## src/rtl/tm1638_pkg.sv

```systemverilog
// Shared types and constants for the TM1638 responder: FSM encoding,
// command-group and read/write mode codes, display RAM geometry.
package tm1638_pkg;

  typedef enum logic [1:0] {
    ST_IDLE  = 2'd0,
    ST_CMD   = 2'd1,
    ST_WRITE = 2'd2,
    ST_READ  = 2'd3
  } state_t;

  localparam logic [1:0] GRP_DATA = 2'b01;
  localparam logic [1:0] GRP_DISP = 2'b10;
  localparam logic [1:0] GRP_ADDR = 2'b11;

  localparam logic [1:0] RW_WRITE = 2'b00;
  localparam logic [1:0] RW_READ  = 2'b10;

  localparam int RAM_DEPTH = 16;
  localparam int KEY_BITS  = 32;

  // Serial bytes arrive LSB first, so new bits enter at the top.
  function automatic logic [7:0] shift_lsb_first(input logic [7:0] sh, input logic b);
    return {b, sh[7:1]};
  endfunction

endpackage

```

## src/rtl/tm1638_edge_sync.sv

```systemverilog
// Input sampler for one host line: STAGES flops (reset to 1) followed by a
// one-cycle-delayed copy used for rise/fall detection.
module tm1638_edge_sync
  import tm1638_pkg::*;
#(
  parameter int STAGES = 1
) (
  input  logic clk,
  input  logic rst,
  input  logic din,
  output logic level,
  output logic rise,
  output logic fall,
  output logic primed
);

  logic [STAGES-1:0] sync;
  logic [STAGES-1:0] fill;
  logic              prev;

  // Sample pipeline plus a fill marker showing when level holds a real sample.
  always_ff @(posedge clk) begin
    if (rst) begin
      sync <= '1;
      fill <= '0;
      prev <= 1'b1;
    end else begin
      sync[0] <= din;
      fill[0] <= 1'b1;
      for (int i = 1; i < STAGES; i++) begin
        sync[i] <= sync[i-1];
        fill[i] <= fill[i-1];
      end
      prev <= sync[STAGES-1];
    end
  end

  assign level  = sync[STAGES-1];
  assign rise   = level & ~prev;
  assign fall   = ~level & prev;
  assign primed = fill[STAGES-1];

endmodule

```

## src/rtl/tm1638_responder.sv

```systemverilog
// TM1638-style serial responder: decodes host commands, holds 16-byte display
// RAM, display settings and shifts out key data. Macro TM1638_RESP_SYNC_EN
// selects a SYNC_STAGES-deep synchronizer instead of a single input register.
module tm1638_responder
  import tm1638_pkg::*;
#(
  parameter int SYNC_STAGES = 2
) (
  input  logic        clk,
  input  logic        rst,
  input  logic        stb,
  input  logic        sclk_in,
  input  logic        dio_in,
  output logic        dio_out,
  output logic        dio_oe,
  input  logic [31:0] key_data,
  input  logic [3:0]  rd_addr,
  output logic [7:0]  rd_data,
  output logic        disp_on,
  output logic [2:0]  brightness,
  output logic        frame_done,
  output logic        cmd_err
);

`ifdef TM1638_RESP_SYNC_EN
  localparam int SYNC_DEPTH = SYNC_STAGES;
`else
  localparam int SYNC_DEPTH = (SYNC_STAGES >= 1) ? 1 : 1;
`endif

  logic stb_lvl, stb_rise, stb_fall, stb_primed;
  logic sclk_lvl, sclk_rise, sclk_fall, sclk_primed;
  logic dio_lvl, dio_rise, dio_fall, dio_primed;
  logic unused_edges;

  tm1638_edge_sync #(.STAGES(SYNC_DEPTH)) u_stb_sync (
    .clk(clk), .rst(rst), .din(stb),
    .level(stb_lvl), .rise(stb_rise), .fall(stb_fall), .primed(stb_primed)
  );

  tm1638_edge_sync #(.STAGES(SYNC_DEPTH)) u_sclk_sync (
    .clk(clk), .rst(rst), .din(sclk_in),
    .level(sclk_lvl), .rise(sclk_rise), .fall(sclk_fall), .primed(sclk_primed)
  );

  tm1638_edge_sync #(.STAGES(SYNC_DEPTH)) u_dio_sync (
    .clk(clk), .rst(rst), .din(dio_in),
    .level(dio_lvl), .rise(dio_rise), .fall(dio_fall), .primed(dio_primed)
  );

  assign unused_edges = ^{sclk_lvl, sclk_primed, dio_rise, dio_fall, dio_primed};

  state_t       state, state_nx;
  logic [2:0]   bit_cnt;
  logic [7:0]   shreg;
  logic [3:0]   ptr;
  logic         fixed_addr;
  logic [7:0]   ram [RAM_DEPTH];
  logic [31:0]  key_lat;
  logic [5:0]   rd_cnt;
  logic         armed;

  logic [7:0]   byte_val;
  logic         take_bit, ram_we, ptr_load, mode_load, key_load, disp_load;
  logic         err, rd_shift, rd_end, frame_start;

  // A frame only opens on a falling stb seen after stb was observed high.
  assign frame_start = stb_fall & armed;

  // State register.
  always_ff @(posedge clk) begin
    if (rst) begin
      state <= ST_IDLE;
    end else begin
      state <= state_nx;
    end
  end

  // Next-state decode and per-cycle datapath strobes; stb edges take priority.
  always_comb begin
    state_nx  = state;
    byte_val  = shift_lsb_first(shreg, dio_lvl);
    take_bit  = 1'b0;
    ram_we    = 1'b0;
    ptr_load  = 1'b0;
    mode_load = 1'b0;
    key_load  = 1'b0;
    disp_load = 1'b0;
    err       = 1'b0;
    rd_shift  = 1'b0;
    rd_end    = 1'b0;
    if (stb_rise) begin
      state_nx = ST_IDLE;
    end else if (frame_start) begin
      state_nx = ST_CMD;
    end else if (!stb_lvl && sclk_rise && (state == ST_CMD || state == ST_WRITE)) begin
      take_bit = 1'b1;
      if (bit_cnt == 3'd7 && state == ST_CMD) begin
        case (byte_val[7:6])
          GRP_DATA: begin
            if (byte_val[1:0] == RW_WRITE) begin
              mode_load = 1'b1;
              state_nx  = ST_WRITE;
            end else if (byte_val[1:0] == RW_READ) begin
              mode_load = 1'b1;
              key_load  = 1'b1;
              state_nx  = ST_READ;
            end else begin
              err      = 1'b1;
              state_nx = ST_IDLE;
            end
          end
          GRP_ADDR: begin
            ptr_load = 1'b1;
            state_nx = ST_WRITE;
          end
          GRP_DISP: begin
            disp_load = 1'b1;
            state_nx  = ST_IDLE;
          end
          default: begin
            err      = 1'b1;
            state_nx = ST_IDLE;
          end
        endcase
      end else if (bit_cnt == 3'd7) begin
        ram_we = 1'b1;
      end else begin
        ram_we = 1'b0;
      end
    end else if (!stb_lvl && state == ST_READ) begin
      if (sclk_fall && rd_cnt < 6'd32) begin
        rd_shift = 1'b1;
      end else if (sclk_rise && rd_cnt == 6'd32) begin
        rd_end   = 1'b1;
        state_nx = ST_IDLE;
      end else begin
        rd_shift = 1'b0;
      end
    end else begin
      state_nx = state;
    end
  end

  // Shift register, pointer, RAM, settings and serial output.
  always_ff @(posedge clk) begin
    if (rst) begin
      bit_cnt    <= 3'd0;
      shreg      <= 8'h00;
      ptr        <= 4'd0;
      fixed_addr <= 1'b0;
      for (int i = 0; i < RAM_DEPTH; i++) ram[i] <= 8'h00;
      key_lat    <= 32'h0000_0000;
      rd_cnt     <= 6'd0;
      disp_on    <= 1'b0;
      brightness <= 3'd0;
      dio_oe     <= 1'b0;
      dio_out    <= 1'b1;
      frame_done <= 1'b0;
      cmd_err    <= 1'b0;
      armed      <= 1'b0;
    end else begin
      frame_done <= stb_rise;
      cmd_err    <= err;
      if (stb_primed && stb_lvl) armed <= 1'b1;

      if (stb_rise || frame_start) begin
        bit_cnt <= 3'd0;
      end else if (take_bit) begin
        bit_cnt <= bit_cnt + 3'd1;
        shreg   <= byte_val;
      end

      if (ram_we) ram[ptr] <= byte_val;
      if (ptr_load) begin
        ptr <= byte_val[3:0];
      end else if (ram_we && !fixed_addr) begin
        ptr <= ptr + 4'd1;
      end
      if (mode_load) fixed_addr <= byte_val[2];

      if (disp_load) begin
        disp_on    <= byte_val[3];
        brightness <= byte_val[2:0];
      end

      if (key_load) begin
        key_lat <= key_data;
        rd_cnt  <= 6'd0;
        dio_oe  <= 1'b1;
        dio_out <= 1'b1;
      end else if (stb_rise || rd_end) begin
        dio_oe  <= 1'b0;
        dio_out <= 1'b1;
      end else if (rd_shift) begin
        dio_out <= key_lat[rd_cnt[4:0]];
        rd_cnt  <= rd_cnt + 6'd1;
      end
    end
  end

  assign rd_data = ram[rd_addr];

endmodule

```

## config.mk

```make
export PLATFORM = sky130hd
export DESIGN_NAME = tm1638_responder
export DESIGN_NICKNAME = d
export VERILOG_FILES = /design/src/rtl/tm1638_pkg.sv /design/src/rtl/tm1638_edge_sync.sv /design/src/rtl/tm1638_responder.sv
export SDC_FILE = /design/constraint.sdc
export NUM_CORES = 1
export LEC_CHECK = 0
export ABC_AREA = 1
export BUFFER_PORTS_ARGS = -buffer_cell sky130_fd_sc_hd__buf_2
export CAP_MARGIN = 20
export CORE_ASPECT_RATIO = 2
export CORE_MARGIN = 3
export CORE_UTILIZATION = 56
export DETAILED_ROUTE_END_ITERATION = 8
export PLACE_DENSITY = 0.83
export RECOVER_POWER = 100
export SLEW_MARGIN = 20
export SYNTH_ARGS = -nofsm -noshare
export SYNTH_HDL_FRONTEND = slang
export SYNTH_SLANG_ARGS = --single-unit
```

## constraint.sdc

```tcl
create_clock -name clk -period 5.65 [get_ports clk]
set_input_delay 1.13 -clock clk [delete_from_list [all_inputs] [get_ports clk]]
set_output_delay 1.13 -clock clk [all_outputs]
set_load 0.05 [all_outputs]
```

# Yosys cells after proc, flatten, opt, wreduce, memory -nomap -nowiden
# Memories as Yosys holds them, arrays and structs flattened.
# Cells that the tools add are included.
[op_classes]
n_lt_le_gt_ge = 2
div_mod_pow = 0
n_bitwise = 13
n_addsub = 3
n_mul = 0
n_mux = 69
reduce_logical = 32
n_eq_ne = 13
n_shift = 0
[op_table]
columns = ["operator", "n"]
rows = [
  ["2-to-1 mux 1 bit", 55],
  ["2-to-1 mux 2 bit", 7],
  ["2-to-1 mux 4 bit", 3],
  ["== test 2 bit (second input constant)", 5],
  ["logical AND 1 bit", 8],
  ["2-to-1 mux 8 bit", 1],
  ["inverter 1 bit", 8],
  ["AND reduction 4 bit", 2],
  ["nonzero test 2 bit", 4],
  ["OR reduction 2 bit", 4],
  ["OR reduction 8 bit", 1],
  ["adder 6 x 1 -> 6 bit (second input constant)", 1],
  ["== test 6 bit (second input constant)", 1],
  ["less-than comparator 5 x 6 -> 1 bit (second input constant)", 1],
  ["less-than comparator 6 bit (second input constant)", 1],
  ["nonzero test 3 bit", 2],
  ["OR reduction 3 bit", 2],
  ["bitwise AND 1 bit", 5],
  ["binary-select mux 1 bit (select 5 bit)", 1],
  ["OR reduction 5 bit", 1],
  ["adder 4 x 1 -> 4 bit (second input constant)", 1],
  ["== test 2 x 1 -> 1 bit (second input constant)", 2],
  ["case mux 2 bit (2 select lines)", 1],
  ["AND reduction 2 bit", 2],
  ["10 further kinds", 13],
]
[totals]
register_bits = 71
mem_bits_rw = 128
mem_bits_ro = 0
inputBits = 41
latch_bits = 0
wordCells = 154
output_inout_bits = 16
mem_count = 1
[mem_list]
columns = ["memory", "words", "width", "rd", "rd_ports_with_merged_regs", "wr", "line_no", "rtl"]
rows = [
  ["ram", 16, 8, 1, 0, 16, "tm1638_responder.sv:58", "logic [7:0] ram [RAM_DEPTH];"],
]

# Logic depth before layout (Yosys ltp)
[depth]
depth_word = 12
mapped_depth = 11
mapped_depth_nobuf = 11

# Hierarchy
# A second synthesis with hierarchy kept.
[hier_totals]
cells_unflattened = 970
hier_area_um2 = 9277.6
[by_module_without_submodules]
columns = ["module", "n_inst", "cells_each", "seq_area_each_um2", "area_each_um2"]
rows = [
  ["tm1638_responder", 1, 937, 5124.9, 9007.4],
  ["tm1638_edge_sync", 3, 11, 60.1, 90.1],
]

# Worst setup path after synthesis
# Ideal clock, no wire load.
[synth_timing]
path_kind = "input port to output port"
from = "input rd_addr[0]"
to = "output rd_data[2]"
t_arrival_ns = 2.353
n_path_buf = 2
stages = 7
slack_ns = 2.167
t_required_ns = 4.520
path_cell_list = "buf_2 > clkinv_1 > buf_1 > nor2_1 > o221ai_1 > nand3_1 > nand2_1"
[synth_between]
elab_chain_cells = 1
[synth_rtl]
columns = ["element", "line_no", "rtl"]
rows = [
  ["start: declaration", "tm1638_responder.sv:17", "input logic [3:0] rd_addr,"],
  ["memory (16 x 8 bit)", "--", ""],
  ["end: declaration", "tm1638_responder.sv:18", "output logic [7:0] rd_data,"],
]
# No other way between the ends.

# Final worst setup path
[layout_timing]
from = "input rd_addr[1]"
to = "output rd_data[5]"
# The elaborated chain is that of the path after synthesis.

==> Implementation_results.wiki <==
{| class="wikitable"
! Metric !! Value
|-
| Classification of the worst setup path || input pin to output pin
|-
| DP HPWL || 15.9 mm
|-
| Post-DRT Antenna Nets || 0
|-
| Placeable core area || 0.0155 sq mm
|-
| Vias per cell || 5.90
|-
| Result of the run || finished, violations left
|-
| Proportion of netlist area held by the largest area contributor || 43.0%
|-
| Capturing element type of the critical path || output pin
|-
| Clock root buffer || sky130_fd_sc_hd__clkbuf_16
|-
| Total Die Area || 0.0176 sq mm
|-
| Violations in the final reports || max-capacitance violations, max-slew violations
|-
| Post-Synthesis Cells || 962
|-
| Count of unique library cells instantiated by Yosys || 32
|-
| Wire length per cell || 19.8 microns
|-
| Peak supply drop || 219 uV
|-
| Dominant register cell in the synthesized netlist || sky130_fd_sc_hd__edfxtp_1
|-
| Count of pins on the block boundary || 57
|-
| Family with the most delay on the worst path || buffers and inverters
|-
| Number of vias after detailed routing || 7074
|-
| Register clock-pin slew on the reported worst setup and hold paths || 70 ps
|-
| Clock Sink Count || 198
|-
| Type of the tightest min-delay check || flop to flop
|-
| Clock skew || 12.1 ps
|-
| Minimum clock period after layout || 4480 ps
|-
| Setup repair after global routing missed its margin || false
|-
| Hold Path Depth || 2
|-
| Quantity of hold-fixing buffers added after cts || 0
|-
| Leakage power summed over all cells || 3.54 nW
|-
| Share of cells above drive strength 1 || 8.10%
|-
| Register bit total from synthesis || 198
|-
| Final Max Slew Viols || 52
|-
| Cell with the largest stage delay on the worst path || sky130_fd_sc_hd__inv_1
|-
| Largest stage delay, worst path || 660 ps
|-
| Post-synth top area cell || sky130_fd_sc_hd__edfxtp_1
|-
| Worst-skew pair later-pin latency || 440 ps
|-
| Combined area of all synthesized cells || 0.00894 sq mm
|-
| Number of enable flip-flop cells after synthesis || 128
|-
| # resized after CTS || 0
|-
| Top cells by area, synth || sky130_fd_sc_hd__edfxtp_1, sky130_fd_sc_hd__dfxtp_1, sky130_fd_sc_hd__nor2_1
|-
| Synth Area per Inst || 9.29 sq um
|-
| Maximum frequency from static timing analysis || 0.223 GHz
|-
| Pin count of the biggest net entering global routing || 65
|-
| Final-stage net count || 1038
|-
| Max-cap check violation count || 1
|-
| Worst slew margin relative to its limit || -8.02%
|-
| Max H-tree Level || 4
|-
| Area Overhead vs Synth || 8.08%
|-
| Hold Startpoint || disp_on
|-
| Total power || 3.00 mW
|-
| Sum of buffers and inverters on the critical path || 3
|-
| Hold Path Sink || disp_on
|-
| Final wirelength || 23.7 mm
|-
| Clock buffers created by TritonCTS || 17
|-
| Number of antenna violations at the first check in global routing || 0
|-
| Detailed-route DRC error count || 0
|-
| Starting Density || 57.8%
|-
| Reg2Reg Depth || 9
|-
| Standard-cell row count || 64
|-
| Number of setup violations in the final report || 0
|-
| Antenna cell count || 0
|-
| Wire length of the first global-routing pass || 36.7 mm
|-
| RePlAce Congestion || 0.920
|-
| Worst reg2reg path endpoint || ram[13][0]
|-
| Number of iterations in the first detailed-routing pass || 5
|-
| Signal arrival time at the worst endpoint || 3350 ps
|-
| DIE HEIGHT || 185 microns
|-
| Ratio of final minimum period to clock period || 79.3%
|-
| Data required, critical path || 4520 ps
|-
| Number of warnings issued by yosys || 0
|-
| Post-CTS Repair Setup Buffers || 0
|-
| Most frequently used cell type in the post-synthesis netlist || sky130_fd_sc_hd__nor2_1
|-
| Worst r2r src || state[1]
|-
| Setup tns final || 0 ps
|-
| Commonest cells in the synthesized netlist || sky130_fd_sc_hd__nor2_1, sky130_fd_sc_hd__edfxtp_1, sky130_fd_sc_hd__o21ai_0, sky130_fd_sc_hd__nand2_1, sky130_fd_sc_hd__dfxtp_1
|-
| Number of global-route vias before repair || 7074
|-
| Clock tree from TritonCTS || built
|-
| Final hold violation count || 0
|-
| GRT Total Usage || 28.5%
|-
| Die boundary width || 95.3 microns
|-
| Top fanout value on the critical path || 33
|-
| 1st-iter DRT viols || 508
|-
| Fraction of the yosys area taken by sequential cells || 58.7%
|-
| Total grt overflow || 0
|-
| Number of buffers inserted by port buffering || 56
|-
| CP Launch Type || input pin
|-
| Power density normalized to cell area || 311 mW/mm^2
|-
| Net count after synthesis || 1013
|-
| Worst Max-Slew Pin Slew || 1620 ps
|-
| Async S/R FF share, synth || 0%
|-
| Worst R2R Setup Slack || 2000 ps
|-
| Cell-by-cell trace of the critical path || buf_2, inv_1, o21ai_0, o22ai_1, o211ai_1, nand2_1, clkbuf_1
|-
| Number of buffers on the longest clock path || 2
|}
cell type report:
class / instances / area (sq um)
fillers: 1302 / 5800
clock inverters: 10 / 105
clock buffers: 22 / 497
flip-flops and latches: 198 / 5250
multi-input cells: 646 / 3040
repair buffers: 59 / 278
well taps: 198 / 248
inverters: 65 / 244
stage by stage:
step | cell area, sq um | instances | hold WS (ps) | util (%) | worst slack (ps)
5_1_grt | 9660 | 1198 | 475 | 62.5 | 1040
6_report | 9660 | 1198 | 453 | 62.5 | 1170
2_1_floorplan | 8940 | 962 | 416 | - | 2170
4_1_cts | 9860 | 1198 | 457 | 63.8 | 1490
3_5_place_dp | 9260 | 1166 | 444 | 59.9 | 1500
3_3_place_gp | 9260 | 1166 | 434 | 59.9 | 1510
report_power, final:
| part | total (mW) | internal, mW | switching, mW |
|---|---|---|---|
| Sequential | 1.59 | 1.58 | 0.0149 |
| Combinational | 0.181 | 0.0430 | 0.138 |
| Clock | 1.23 | 0.697 | 0.536 |
logic make-up (layout without fill, tap and decap cells):
group / count (synthesis) / count (layout) / synth area share (%)
AND/OR/NAND/NOR: 443 / 443 / 21.9
flip-flops: 198 / 198 / 58.7
AO/OA/AOI/OAI: 191 / 191 / 12.6
buffers and inverters: 118 / 156 / 5.24
adder cells (fa/ha/maj): 10 / 10 / 1.40
XOR/XNOR: 2 / 2 / 0.196
worst min-delay path, cell delays in order (launching register included):
cell and delay [ps]:
sky130_fd_sc_hd__dfxtp_1 310, sky130_fd_sc_hd__inv_1 50, sky130_fd_sc_hd__a21oi_1 50
routing by layer:
layer  part of all wire, %  up-vias  GRT usage, %
met1                    31     3279          26.7
met2                    53      356          50.1
met3                   7.0      123          7.43
met5                     0        -             0
met4                   8.9        0          23.4
li1                      -     3316             -
flip-flops by register name (all words and copies together), names as in the netlist, 2 cells and up:
signal and count:
key_lat 32, rd_cnt 6, shreg 7, bit_cnt 3
brightness 3, ram 128, state 2, ptr 4
worst max-delay path by stage:
stage / startpoint / slack (ps) / depth (start not counted) / end
3_3_place_gp: rd_addr[1] / 1510 / 7 / rd_data[3]
3_5_place_dp: rd_addr[1] / 1500 / 7 / rd_data[3]
2_1_floorplan: rd_addr[0] / 2170 / 7 / rd_data[2]
5_1_grt: rd_addr[1] / 1040 / 7 / rd_data[1]
6_report: rd_addr[1] / 1170 / 7 / rd_data[5]
4_1_cts: rd_addr[1] / 1490 / 7 / rd_data[1]
layout by cell type, fill, tap and decap left out, drive strengths merged:
cell type,Yosys,final
a211oi,18,18
a21oi,29,29
a31oi,1,1
buf,14,41
bufinv,0,2
clkbuf,39,40
clkinv,10,14
dfxtp,70,70
edfxtp,128,128
ha,10,10
inv,55,59
nand2,98,98
nand3,47,47
nand3b,1,1
nand4,2,2
nor2,287,287
nor3,3,3
nor3b,1,1
o211ai,8,8
o21ai,103,103
o221ai,26,26
o22ai,6,6
or2,4,4
xnor2,1,1
xor2,1,1
Power figures use the tool's default switching activity.
